**src/rtl/demux_pkg.sv**
```systemverilog
// Shared constants and channel state encoding for the 1-to-4 stream demultiplexer.
package demux_pkg;

  localparam int unsigned NUM_CH = 4;
  localparam int unsigned ADDR_W = 2;

  typedef enum logic {
    CH_EMPTY = 1'b0,
    CH_FULL  = 1'b1
  } ch_state_e;

endpackage

```
**src/rtl/demux_channel_slot.sv**
```systemverilog
// One-entry output buffer for a single demux channel, with an optional drain counter
// (present when DEMUX_BEAT_CNT_EN is defined).
module demux_channel_slot
  import demux_pkg::*;
#(
  parameter int unsigned WIDTH = 8,
  parameter int unsigned CNT_W = 16
) (
  input  logic             clk,
  input  logic             reset_n,
  input  logic             load,
  input  logic             drain,
  input  logic [WIDTH-1:0] load_data,
  output logic             valid,
  output logic [WIDTH-1:0] buf_data
`ifdef DEMUX_BEAT_CNT_EN
  ,
  output logic [CNT_W-1:0] count
`endif
);

  ch_state_e state_q, state_d;
  logic [WIDTH-1:0] data_q;

  always_ff @(posedge clk) begin
    if (!reset_n) begin
      state_q <= CH_EMPTY;
    end else begin
      state_q <= state_d;
    end
  end

  // A load wins over a simultaneous drain: the old beat leaves, the new one stays.
  always_comb begin
    state_d = state_q;
    unique case (state_q)
      CH_EMPTY: if (load) state_d = CH_FULL;
      CH_FULL:  if (drain && !load) state_d = CH_EMPTY;
      default:  state_d = CH_EMPTY;
    endcase
  end

  always_comb begin
    valid    = (state_q == CH_FULL);
    buf_data = data_q;
  end

  always_ff @(posedge clk) begin
    if (!reset_n) begin
      data_q <= '0;
    end else if (load) begin
      data_q <= load_data;
    end
  end

`ifdef DEMUX_BEAT_CNT_EN
  logic [CNT_W-1:0] count_q;

  always_ff @(posedge clk) begin
    if (!reset_n) begin
      count_q <= '0;
    end else if (drain) begin
      count_q <= count_q + 1'b1;
    end
  end

  assign count = count_q;
`endif

endmodule

```
**src/rtl/stream_demultiplexer.sv**
```systemverilog
// 1-to-4 valid/ready demultiplexer with one registered beat per output channel.
// Optional per-channel drain counters are enabled by defining DEMUX_BEAT_CNT_EN.
module stream_demultiplexer
  import demux_pkg::*;
#(
  parameter int unsigned WIDTH = 8,
  parameter int unsigned CNT_W = 16
) (
  input  logic                    clk,
  input  logic                    reset_n,
  input  logic                    in_valid,
  output logic                    in_ready,
  input  logic [WIDTH-1:0]        in_data,
  input  logic                    address0,
  input  logic                    address1,
  output logic [NUM_CH-1:0]       out_valid,
  input  logic [NUM_CH-1:0]       out_ready,
  output logic [NUM_CH*WIDTH-1:0] out_data
`ifdef DEMUX_BEAT_CNT_EN
  ,
  output logic [NUM_CH*CNT_W-1:0] beat_count
`endif
);

  if (WIDTH == 0 || CNT_W == 0) begin : g_bad_param
    $error("stream_demultiplexer: WIDTH and CNT_W must be non-zero");
  end

  logic [ADDR_W-1:0] addr;
  logic              accept;
  logic [NUM_CH-1:0] load;
  logic [NUM_CH-1:0] drain;

  assign addr     = {address1, address0};
  // Ready only looks at the addressed slot so a stalled lane never blocks the others.
  assign in_ready = !out_valid[addr] || out_ready[addr];
  assign accept   = in_valid && in_ready;

  for (genvar k = 0; k < NUM_CH; k++) begin : g_ch
    assign load[k]  = accept && (addr == ADDR_W'(k));
    assign drain[k] = out_valid[k] && out_ready[k];

    demux_channel_slot #(
      .WIDTH (WIDTH),
      .CNT_W (CNT_W)
    ) u_slot (
      .clk       (clk),
      .reset_n   (reset_n),
      .load      (load[k]),
      .drain     (drain[k]),
      .load_data (in_data),
      .valid     (out_valid[k]),
      .buf_data  (out_data[k*WIDTH +: WIDTH])
`ifdef DEMUX_BEAT_CNT_EN
      ,
      .count     (beat_count[k*CNT_W +: CNT_W])
`endif
    );
  end

endmodule

```
**config.mk**
```make
export PLATFORM = sky130hd
export DESIGN_NAME = stream_demultiplexer
export DESIGN_NICKNAME = d
export VERILOG_FILES = /design/src/rtl/demux_pkg.sv /design/src/rtl/demux_channel_slot.sv /design/src/rtl/stream_demultiplexer.sv
export SDC_FILE = /design/constraint.sdc
export NUM_CORES = 1
export LEC_CHECK = 0
export BUFFER_PORTS_ARGS = -buffer_cell sky130_fd_sc_hd__buf_2
export CAP_MARGIN = 20
export CORE_AREA = 2 2 72 74
export DETAILED_ROUTE_END_ITERATION = 10
export DIE_AREA = 0 0 74 76
export MAX_ROUTING_LAYER = met4
export PLACE_DENSITY = 0.51
export RECOVER_POWER = 25
export SYNTH_ARGS = -nofsm -noshare
export SYNTH_HDL_FRONTEND = slang
export SYNTH_SLANG_ARGS = --single-unit
```
**constraint.sdc**
```tcl
create_clock -name clk -period 1.8 [get_ports clk]
set_input_delay 0.18 -clock clk [delete_from_list [all_inputs] [get_ports clk]]
set_output_delay 0.18 -clock clk [all_outputs]
set_load 0.02 [all_outputs]
```
==> impl_results.md, run 1 <==
* Clock Skews at roughly 2.8 ps
* CP max FO at 3
* DP Cell Count at ~250
* Worst EP arrival at 1330 ps
* Core Util, Final at 0.363
* WL/cell at 12.4 µm
* RSZ-0062 raised after global routing: no
* Root buffer cell: clkbuf_8
* Clk slew on worst S/H paths at around 70 ps
* DR iter-0 viols at 42
* Setup TNS at 0 ps
* Vias in the first global route at 1019
* Clock share of power at 0.364
* Final worst-path cycle share at 0.837
* Max_cap viols at 0
* Initial antenna violation count at 0
* Status: complete, no violations
* Nets at just over 200
* Max clock buf depth at 2
* Synth area leaders: dfxtp_1, mux2i_1, nand2_1, buf_4, buf_6
* PortBufs at between 50 and 60
* EDFF count, synth at 0
* Clk Latency, worst-skew pair at approximately 280 ps
* Syn Inst Count at ~140
* CTS tree: done
* Required time worst endpoint at 1620 ps
* All-Layer GR Usage at 0.127
* Leak at about 0.77 nW
* Nets in the synthesized netlist at around 160
* Max Freq at ~0.66 GHz
* Synth cell types at 17
* Number of CTS-inserted buffers at 5
* Psw at between 0.0003 and 0.0004 W
* Die span in x at 74 µm
* PwrDens at just under 900 nW/µm²
* Top cell type's share of synthesized area at 0.507
* Cts hold-fix bufs at 0
* Synthesized area per cell at approximately 10 µm²
* Fin cells at approximately 260
* Share of cells above drive strength 1 at 0.262
* Resized Gates After CTS at 0
* Drt pass-1 iters at 4
* Tmin final at between 1500 and 2000 ps
* Net Sw Frac at 0.245
* WL final at about 3200 µm
* Post-CTS Setup Bufs at 0
* Initial Util at 0.289
* Residual DRC at 0
* CP startpoint kind: register
* CP Class: reg2out
* Post-Syn Area at roughly 1400 µm²
* I/O pins at 54
* DR vias at approximately 1.1k
* Clock sink count at 36
* Crit. End Element: output port
* Die Span Y at roughly 76 µm
* Yosys warns at 0
* Top-count cell post-synth: nand2_1
* Post-route antenna net violation count at 0
* Async S/R FF share, synth at 0
* GR Overflow Total at 0
* DPL Wire Length at around 2300 µm
* Diodes inserted at 0
* GPL Wtd Cong at 0.702
* Part of the power in registers at 0.526
* Relative slew slack at 0.143
* Int Power at roughly 0.0012 W
* Final Hold Vio Count at 0
* Global-route wire length before repair at roughly 5200 µm
* Min-Delay Path Class: in2reg
* Synth area leader: dfxtp_1
* Die area at about 5600 µm²
* Slew @ Worst Pin at about 1300 ps
* Vias/cell at ~4.2
* Commonest cells post-synth: nand2_1, dfxtp_1, mux2i_1
* Max H-tree Level at 2
* Core region area at a little under 5000 µm²
* Fin. max-slew vios at 0
* Synth Flop Type: dfxtp_1
* Power share of the combinational group at 0.110
* Pin count of the biggest net entering global routing at 31
* Sequential fraction of the synthesis area at 0.507
* Finish-stage setup viols at 0
* Core Rows at 26
* Worst VDD drop at roughly 0.52 mV
* Area delta synth->final at 25.6%
* Hold Slack at between 200 and 250 ps
* Post-synthesis register bit count at 36
[power groups by stage]
| stage | Sequential [W] | Combinational [W] | Clock (W) |
|---|---|---|---|
| floorplan | 0.000887 | 0.0000901 | 0 |
| global placement | 0.000857 | 0.000180 | 0 |
| detailed placement | 0.000857 | 0.000181 | 0 |
| CTS | 0.000839 | 0.000182 | 0.000603 |
| global route | 0.000842 | 0.000192 | 0.000649 |
| finish | 0.000839 | 0.000175 | 0.000580 |
[layer usage]
metal	wire length [µm]	global-route usage
met1	1550	0.164
met2	1430	0.182
met3	196	0.0410
met4	56	0.0527
met5	0	-
[final cells by class]
| cell class | count | area, µm² |
|---|---|---|
| well taps | 70 | 87.6 |
| fillers | 521 | 3130 |
| flip-flops and latches | 36 | 721 |
| repair buffers | 57 | 274 |
| clock buffers | 8 | 90.1 |
| multi-input cells | 90 | 611 |
[flip-flops by register name, summed over array words and instances (netlist names)]
| register | cells |
|---|---|
| g_ch.u_slot.buf_data | 32 |
| g_ch.u_slot.valid | 4 |
[metrics by stage]
step	power [W]	setup WS, ps	cell area [µm²]
floorplan	0.000977	710	1420
global placement	0.00104	458	1710
detailed placement	0.00104	484	1710
CTS	0.00162	277	1800
global route	0.00168	159	1780
finish	0.00159	293	1780
[cell usage in the layout (no fill, tap or decap), drive strengths merged]
| cell | Yosys | final |
|---|---|---|
| a21boi | 3 | 3 |
| nand3b | 1 | 1 |
| nand3 | 1 | 1 |
| buf | 11 | 40 |
| nor3 | 1 | 1 |
| clkbuf | 2 | 25 |
| mux2i | 32 | 32 |
| o21a | 1 | 1 |
| mux4 | 1 | 1 |
| nor2b | 3 | 3 |
| and3 | 1 | 1 |
| nand2b | 4 | 4 |
| dfxtp | 36 | 36 |
| nand2 | 42 | 42 |
[critical path: stages, from the launching register on]
cell and delay, ps:
dfxtp_1 330, nand2b_1 100, mux4_2 450, buf_2 170
[path summary, 6_finish.rpt]
| check | from | endpoint | slack, ps | depth (start not counted) |
|---|---|---|---|---|
| worst max-delay path | g_ch[0].u_slot.valid | in_ready | 290 | 3 |
| worst max register to register | g_ch[3].u_slot.valid | g_ch[3].u_slot.buf_data[2] | 540 | 4 |
| worst min-delay path | address0 | g_ch[1].u_slot.valid | 210 | 3 |
| worst min register to register | g_ch[2].u_slot.buf_data[6] | g_ch[2].u_slot.buf_data[6] | 450 | 2 |
[logic make-up (layout without fill, tap and decap cells)]
logic type / Yosys count / count (layout) / synth area share
simple gates: 53 / 53 / 0.164
flops: 36 / 36 / 0.507
mux: 33 / 33 / 0.241
buf+inv: 13 / 65 / 0.0661
compound gates: 4 / 4 / 0.0211
(Power assumes the default switching activity.)
==> run 2: changes to the inputs <==
==> constraint.sdc (replaced) <==
create_clock -name clk -period 1.4 [get_ports clk]
set_input_delay 0.14 -clock clk [delete_from_list [all_inputs] [get_ports clk]]
set_output_delay 0.14 -clock clk [all_outputs]
set_load 0.02 [all_outputs]
==> impl_results.md, run 2 (synthesized netlist as in run 1, its figures left out) <==
* Core region area at 4910 µm² (unchanged)
* Failing checks: negative setup slack
* WL final at 3130 µm (was 3230 µm)
* Max clock buf depth at 2 (unchanged)
* Worst EP arrival at 1310 ps (was 1330 ps)
* DPL Wire Length at 2240 µm (was 2330 µm)
* FILL cells at 510 (was 521)
* WL/cell at 11.8 µm (was 12.4 µm)
* Psw at 0.000499 W (was 0.000391 W)
* CP max FO at 3 (unchanged)
* Register area at 723 µm² (was 721 µm²)
* Clk Latency, worst-skew pair at 280 ps (about the same)
* Required time worst endpoint at 1260 ps (was 1620 ps)
* Area delta synth->final at 31.7% (was 25.6%)
* RSZ-0062 raised after global routing: yes (was no)
* DR iter-0 viols at 45 (was 42)
* Status: finished with violations (was complete, no violations)
* CTS tree: done (unchanged)
* Final worst-path cycle share at 1.03
* Min-Delay Path Class: in2reg (unchanged)
* Relative slew slack at 0.862 (was 0.143)
* Hold path depth at 3 (unchanged)
* Net Sw Frac at 0.242 (was 0.245)
* Drt pass-1 iters at 4 (unchanged)
* Power share of the combinational group at 0.117 (was 0.110)
* Number of CTS-inserted buffers at 5 (unchanged)
* Clock sink count at 36 (unchanged)
* Final Hold Vio Count at 0 (unchanged)
* Max_cap viols at 0 (unchanged)
* All-Layer GR Usage at 0.121 (was 0.127)
* Die area at 5620 µm² (unchanged)
* PortBufs at 53 (unchanged)
* Fin cells at 266 (was 261)
* DR vias at 1093 (was 1089)
* Clock Skews at 1.71 ps (was 2.75 ps)
* CP startpoint kind: register (unchanged)
* Slew @ Worst Pin at 207 ps (was 1290 ps)
* Core Rows at 26 (unchanged)
* Area of the multi-input gates at 618 µm² (was 611 µm²)
* Global-route wire length before repair at 4950 µm (was 5200 µm)
* Worst reg2reg path endpoint: g_ch[2].u_slot.buf_data[0] (was g_ch[3].u_slot.buf_data[2])
* Most frequent cells in the layout: buf_2, nand2_1, dfxtp_1 (was nand2_1, dfxtp_1, buf_2)
* Max H-tree Level at 2 (unchanged)
* Clock share of power at 0.360 (was 0.364)
* R2r setup slk at 290 ps (was 540 ps)
* Vias/cell at 4.11 (was 4.17)
* Worst VDD drop at 0.476 mV (was 0.516 mV)
* Clk slew on worst S/H paths at 70 ps (about the same)
* Setup WS post-layout at -45.0 ps (was 293 ps)
* Pwr Total at 0.00206 W (was 0.00159 W)
* Leak at 0.880 nW (was 0.773 nW)
* Tmin final at around 1400 ps
* Fin. max-slew vios at 0 (unchanged)
* Part of the power in registers at 0.523 (was 0.526)
* Diodes inserted at 0 (unchanged)
* GR Overflow Total at 0 (unchanged)
* Initial antenna violation count at 0 (unchanged)
* Reg2Reg Launch Point: g_ch[2].u_slot.valid (was g_ch[3].u_slot.valid)
* PwrDens at 1100 nW/µm² (was 894 nW/µm²)
* Pin count of the biggest net entering global routing at 25 (was 31)
* Initial Util at 0.289 (unchanged)
* Finish-stage setup viols at 1 (was 0)
* Place WS at 225 ps (was 484 ps)
* Die Span Y at 76 µm (unchanged)
* Post-route antenna net violation count at 0 (unchanged)
* HP Start: address0 (unchanged)
* Nets at 212 (was 207)
* Crit. End Element: output port (unchanged)
* DP Cell Count at 255 (was 253)
* GPL Wtd Cong at 0.721 (was 0.702)
* Max reg flops at 32 (unchanged)
* Residual DRC at 0 (unchanged)
* Vias in the first global route at 982 (was 1019)
* Commonest non-fill, non-tap cell in the layout: buf_2 (was nand2_1)
* Setup TNS at -45.0 ps (was 0 ps)
* Share of cells above drive strength 1 at 0.383 (was 0.262)
* Cts hold-fix bufs at 0 (unchanged)
* Worst reg-to-reg path cell count at 4 (unchanged)
* Root buffer cell: clkbuf_8 (unchanged)
* Max Freq at between 0.6 and 0.7 GHz
* CP Class: reg2out (unchanged)
* Hold Path End: g_ch[1].u_slot.valid (unchanged)
* Int Power at 0.00156 W (was 0.00120 W)
* Die span in x at 74 µm (unchanged)
* I/O pins at 54 (unchanged)
==> run 2: cell type report <==
type                       instances  area share
multi-input combinational         90       0.330
clock buffer                       8      0.0482
sequential                        36       0.387
tap                               70      0.0468
timing repair buffer              62       0.188
==> run 2: power by group through the flow <==
stage | registers (W) | clock network (W) | logic (W)
after detailed placement | 0.00110 | 0 | 0.000240
after global routing | 0.00108 | 0.000832 | 0.000265
after global placement | 0.00110 | 0 | 0.000240
after floorplan | 0.00114 | 0 | 0.000116
after CTS | 0.00108 | 0.000777 | 0.000243
final | 0.00108 | 0.000742 | 0.000241
==> run 2: worst max path at each step <==
stage	startpoint	cells after the start	slack, ps	end
3_3_place_gp	out_ready[0]	4	250	in_ready
4_1_cts	g_ch[3].u_slot.valid	3	-50	in_ready
2_1_floorplan	g_ch[3].u_slot.valid	2	350	in_ready
5_1_grt	g_ch[1].u_slot.valid	3	-90	in_ready
6_report	g_ch[1].u_slot.valid	3	-50	in_ready
3_5_place_dp	out_ready[0]	4	230	in_ready
==> run 2: what timing repair did <==
action / 4_1_cts / 5_1_grt
buffers inserted: 1 / 2
gates resized for setup: 3 / 2
hold endpoints to repair: 0 / 0
endpoints found under the setup margin: 1 / 1
pin swaps: 0 / 0
cloned: 0 / 0
==> run 2: stage by stage <==
step | cell area [µm²] | util | hold WS (ps)
finish | 1870 | 0.381 | 165
CTS | 1850 | 0.376 | 159
detailed placement | 1740 | 0.355 | 443
floorplan | 1420 | - | 287
global placement | 1740 | 0.355 | 441
global route | 1870 | 0.381 | 165
==> run 2: worst max-delay path, stage by stage, from the launching register on <==
cell and delay [ps]:
dfxtp_1 330, nand2b_1 90, mux4_2 470, buf_6 150
==> run 2: routing by layer <==
| metal | wire length (µm) | global-route usage |
|---|---|---|
| met1 | 1420 | 0.155 |
| met2 | 1450 | 0.176 |
| met3 | 221 | 0.0437 |
| met4 | 34 | 0.0436 |
| met5 | 0 | - |
==> run 3: changes to the inputs <==
==> constraint.sdc (replaced) <==
create_clock -name clk -period 1.4 [get_ports clk]
set_input_delay 0.14 -clock clk [delete_from_list [all_inputs] [get_ports clk]]
set_output_delay 0.14 -clock clk [all_outputs]
set_load 0.005 [all_outputs]
==> impl_results.md, run 3 (synthesized netlist as in run 1, its figures left out) <==
* RSZ-0062 raised after global routing: yes (unchanged)
* Die span in x at 74 µm (unchanged)
* Reg2Reg Launch Point: g_ch[2].u_slot.valid (unchanged)
* Int Power at 0.00155 W (was 0.00156 W)
* Max clock buf depth at 2 (unchanged)
* Slew @ Worst Pin at 190 ps (was 207 ps)
* Power share of the combinational group at 0.096 (was 0.117)
* Crit. End Element: output port (unchanged)
* All-Layer GR Usage at 0.129 (was 0.121)
* Required time worst endpoint at 1260 ps (about the same)
* CP max FO at 3 (unchanged)
* Final Hold Vio Count at 0 (unchanged)
* GPL Wtd Cong at 0.744 (was 0.721)
* Max_cap viols at 0 (unchanged)
* Max reg flops at 32 (unchanged)
* Die area at 5620 µm² (unchanged)
* WL/cell at 12.5 µm (was 11.8 µm)
* Core Util, Final at 0.374 (was 0.381)
* Residual DRC at 0 (unchanged)
* Initial Util at 0.289 (unchanged)
* Clock sink count at 36 (unchanged)
* Max Freq at 0.709 GHz (was 0.692 GHz)
* CP startpoint kind: register (unchanged)
* Critical Path Source: g_ch[3].u_slot.valid (was g_ch[1].u_slot.valid)
* I/O pins at 54 (unchanged)
* Tmin final at 1410 ps (was 1450 ps)
* Clk slew on worst S/H paths at 70 ps (about the same)
* Final worst-path cycle share at 1.01 (was 1.03)
* Root buffer cell: clkbuf_8 (unchanged)
* Global-route wire length before repair at 5330 µm (was 4950 µm)
* Pin count of the biggest net entering global routing at 45 (was 25)
* DPL Wire Length at 2210 µm (was 2240 µm)
* Area delta synth->final at 29.3% (was 31.7%)
* WL final at 3270 µm (was 3130 µm)
* Worst EP arrival at 1270 ps (was 1310 ps)
* DR iter-0 viols at 35 (was 45)
* Diodes inserted at 0 (unchanged)
* Clk Latency, worst-skew pair at 280 ps (about the same)
* Fin. max-slew vios at 0 (unchanged)
* Post-route antenna net violation count at 0 (unchanged)
* Area post-placement at 1730 µm² (was 1740 µm²)
* Min-Delay Path Class: in2reg (unchanged)
* Commonest non-fill, non-tap cell in the layout: buf_2 (unchanged)
* Leak at 0.836 nW (was 0.880 nW)
* Finish-stage setup viols at 1 (unchanged)
* Net Sw Frac at 0.241 (was 0.242)
* Core region area at 4910 µm² (unchanged)
* Failing checks: negative setup slack (unchanged)
* Vias in the first global route at 1017 (was 982)
* Share of cells above drive strength 1 at 0.349 (was 0.383)
* CTS tree: done (unchanged)
* Nets at 208 (was 212)
* DR vias at 1070 (was 1093)
* Status: finished with violations (unchanged)
* Drt pass-1 iters at 4 (unchanged)
* PwrDens at 1110 nW/µm² (was 1100 nW/µm²)
* Most frequent cells in the layout: buf_2, nand2_1, dfxtp_1 (unchanged)
* Part of the power in registers at 0.529 (was 0.523)
* Hold Slack at 154 ps (was 165 ps)
* Core Rows at 26 (unchanged)
* Clock share of power at 0.375 (was 0.360)
* Psw at 0.000491 W (was 0.000499 W)
* CP Class: reg2out (unchanged)
* Setup WS post-layout at -11.2 ps (was -45.0 ps)
* Number of CTS-inserted buffers at 5 (unchanged)
* Worst VDD drop at 0.518 mV (was 0.476 mV)
* Die Span Y at 76 µm (unchanged)
* HP Start: out_ready[3] (was address0)
* Cts hold-fix bufs at 0 (unchanged)
* Fin area at 1840 µm² (was 1870 µm²)
* GR Overflow Total at 0 (unchanged)
* Relative slew slack at 0.873 (was 0.862)
* PortBufs at 53 (unchanged)
* Initial antenna violation count at 0 (unchanged)
* Clock Skews at 4.61 ps (was 1.71 ps)
* Max H-tree Level at 2 (unchanged)
* Vias/cell at 4.08 (was 4.11)
* Pwr Total at 0.00204 W (was 0.00206 W)
==> run 3: cell types whose count changed in the layout (fill, tap and decap cells not counted), sizes merged <==
| cell | before | now |
|---|---|---|
| buf | 62 | 50 |
| clkinv | 0 | 2 |
| clkbuf | 8 | 14 |
==> run 3: timing repair <==
item / CTS / global route
buffers inserted: 1 / 0
setup endpoints to repair: 1 / 1
endpoints found under the hold margin: 0 / 0
resized for setup: 2 / 3
==> run 3: critical path: stages, from the launching register on <==
cell and delay, ps:
dfxtp_2 350, nand2b_4 60, mux4_2 450, buf_2 140
==> run 3: metrics by stage <==
stage | setup TNS [ps] | instances | setup slack (ps)
after floorplan | 0 | 139 | 379
after global placement | 0 | 253 | 281
after detailed placement | 0 | 253 | 277
after CTS | -26.1 | 262 | -26.1
after global routing | -78.3 | 262 | -78.3
final | -11.2 | 262 | -11.2
==> run 3: layer usage <==
layer	GRT usage	wire (µm)
met1	0.170	1580
met2	0.183	1430
met3	0.0476	210
met4	0.0436	39
met5	-	0
==> run 3: power by group through the flow <==
| stage | registers (W) | logic [W] | clock network (W) |
|---|---|---|---|
| after floorplan | 0.00110 | 0.000110 | 0 |
| after global routing | 0.00108 | 0.000217 | 0.000848 |
| after CTS | 0.00108 | 0.000197 | 0.000794 |
| final | 0.00108 | 0.000195 | 0.000764 |
| after detailed placement | 0.00110 | 0.000196 | 0 |
| after global placement | 0.00110 | 0.000194 | 0 |
==> run 3: worst paths after layout <==
path	to	slack (ps)	depth (start not counted)
setup / recovery	in_ready	-10	3
hold / removal	g_ch[3].u_slot.valid	150	3
setup reg to reg	g_ch[2].u_slot.buf_data[7]	290	4
hold reg to reg	g_ch[2].u_slot.buf_data[4]	450	2
==> run 3: cell type report <==
cell class / instances / area [µm²]
Clock inverter: 2 / 10.0
Clock buffer: 6 / 82.6
Fill cell: 522 / 3080
Tap cell: 70 / 87.6
Multi-Input combinational cell: 90 / 626
Sequential cell: 36 / 724
Timing Repair Buffer: 58 / 305
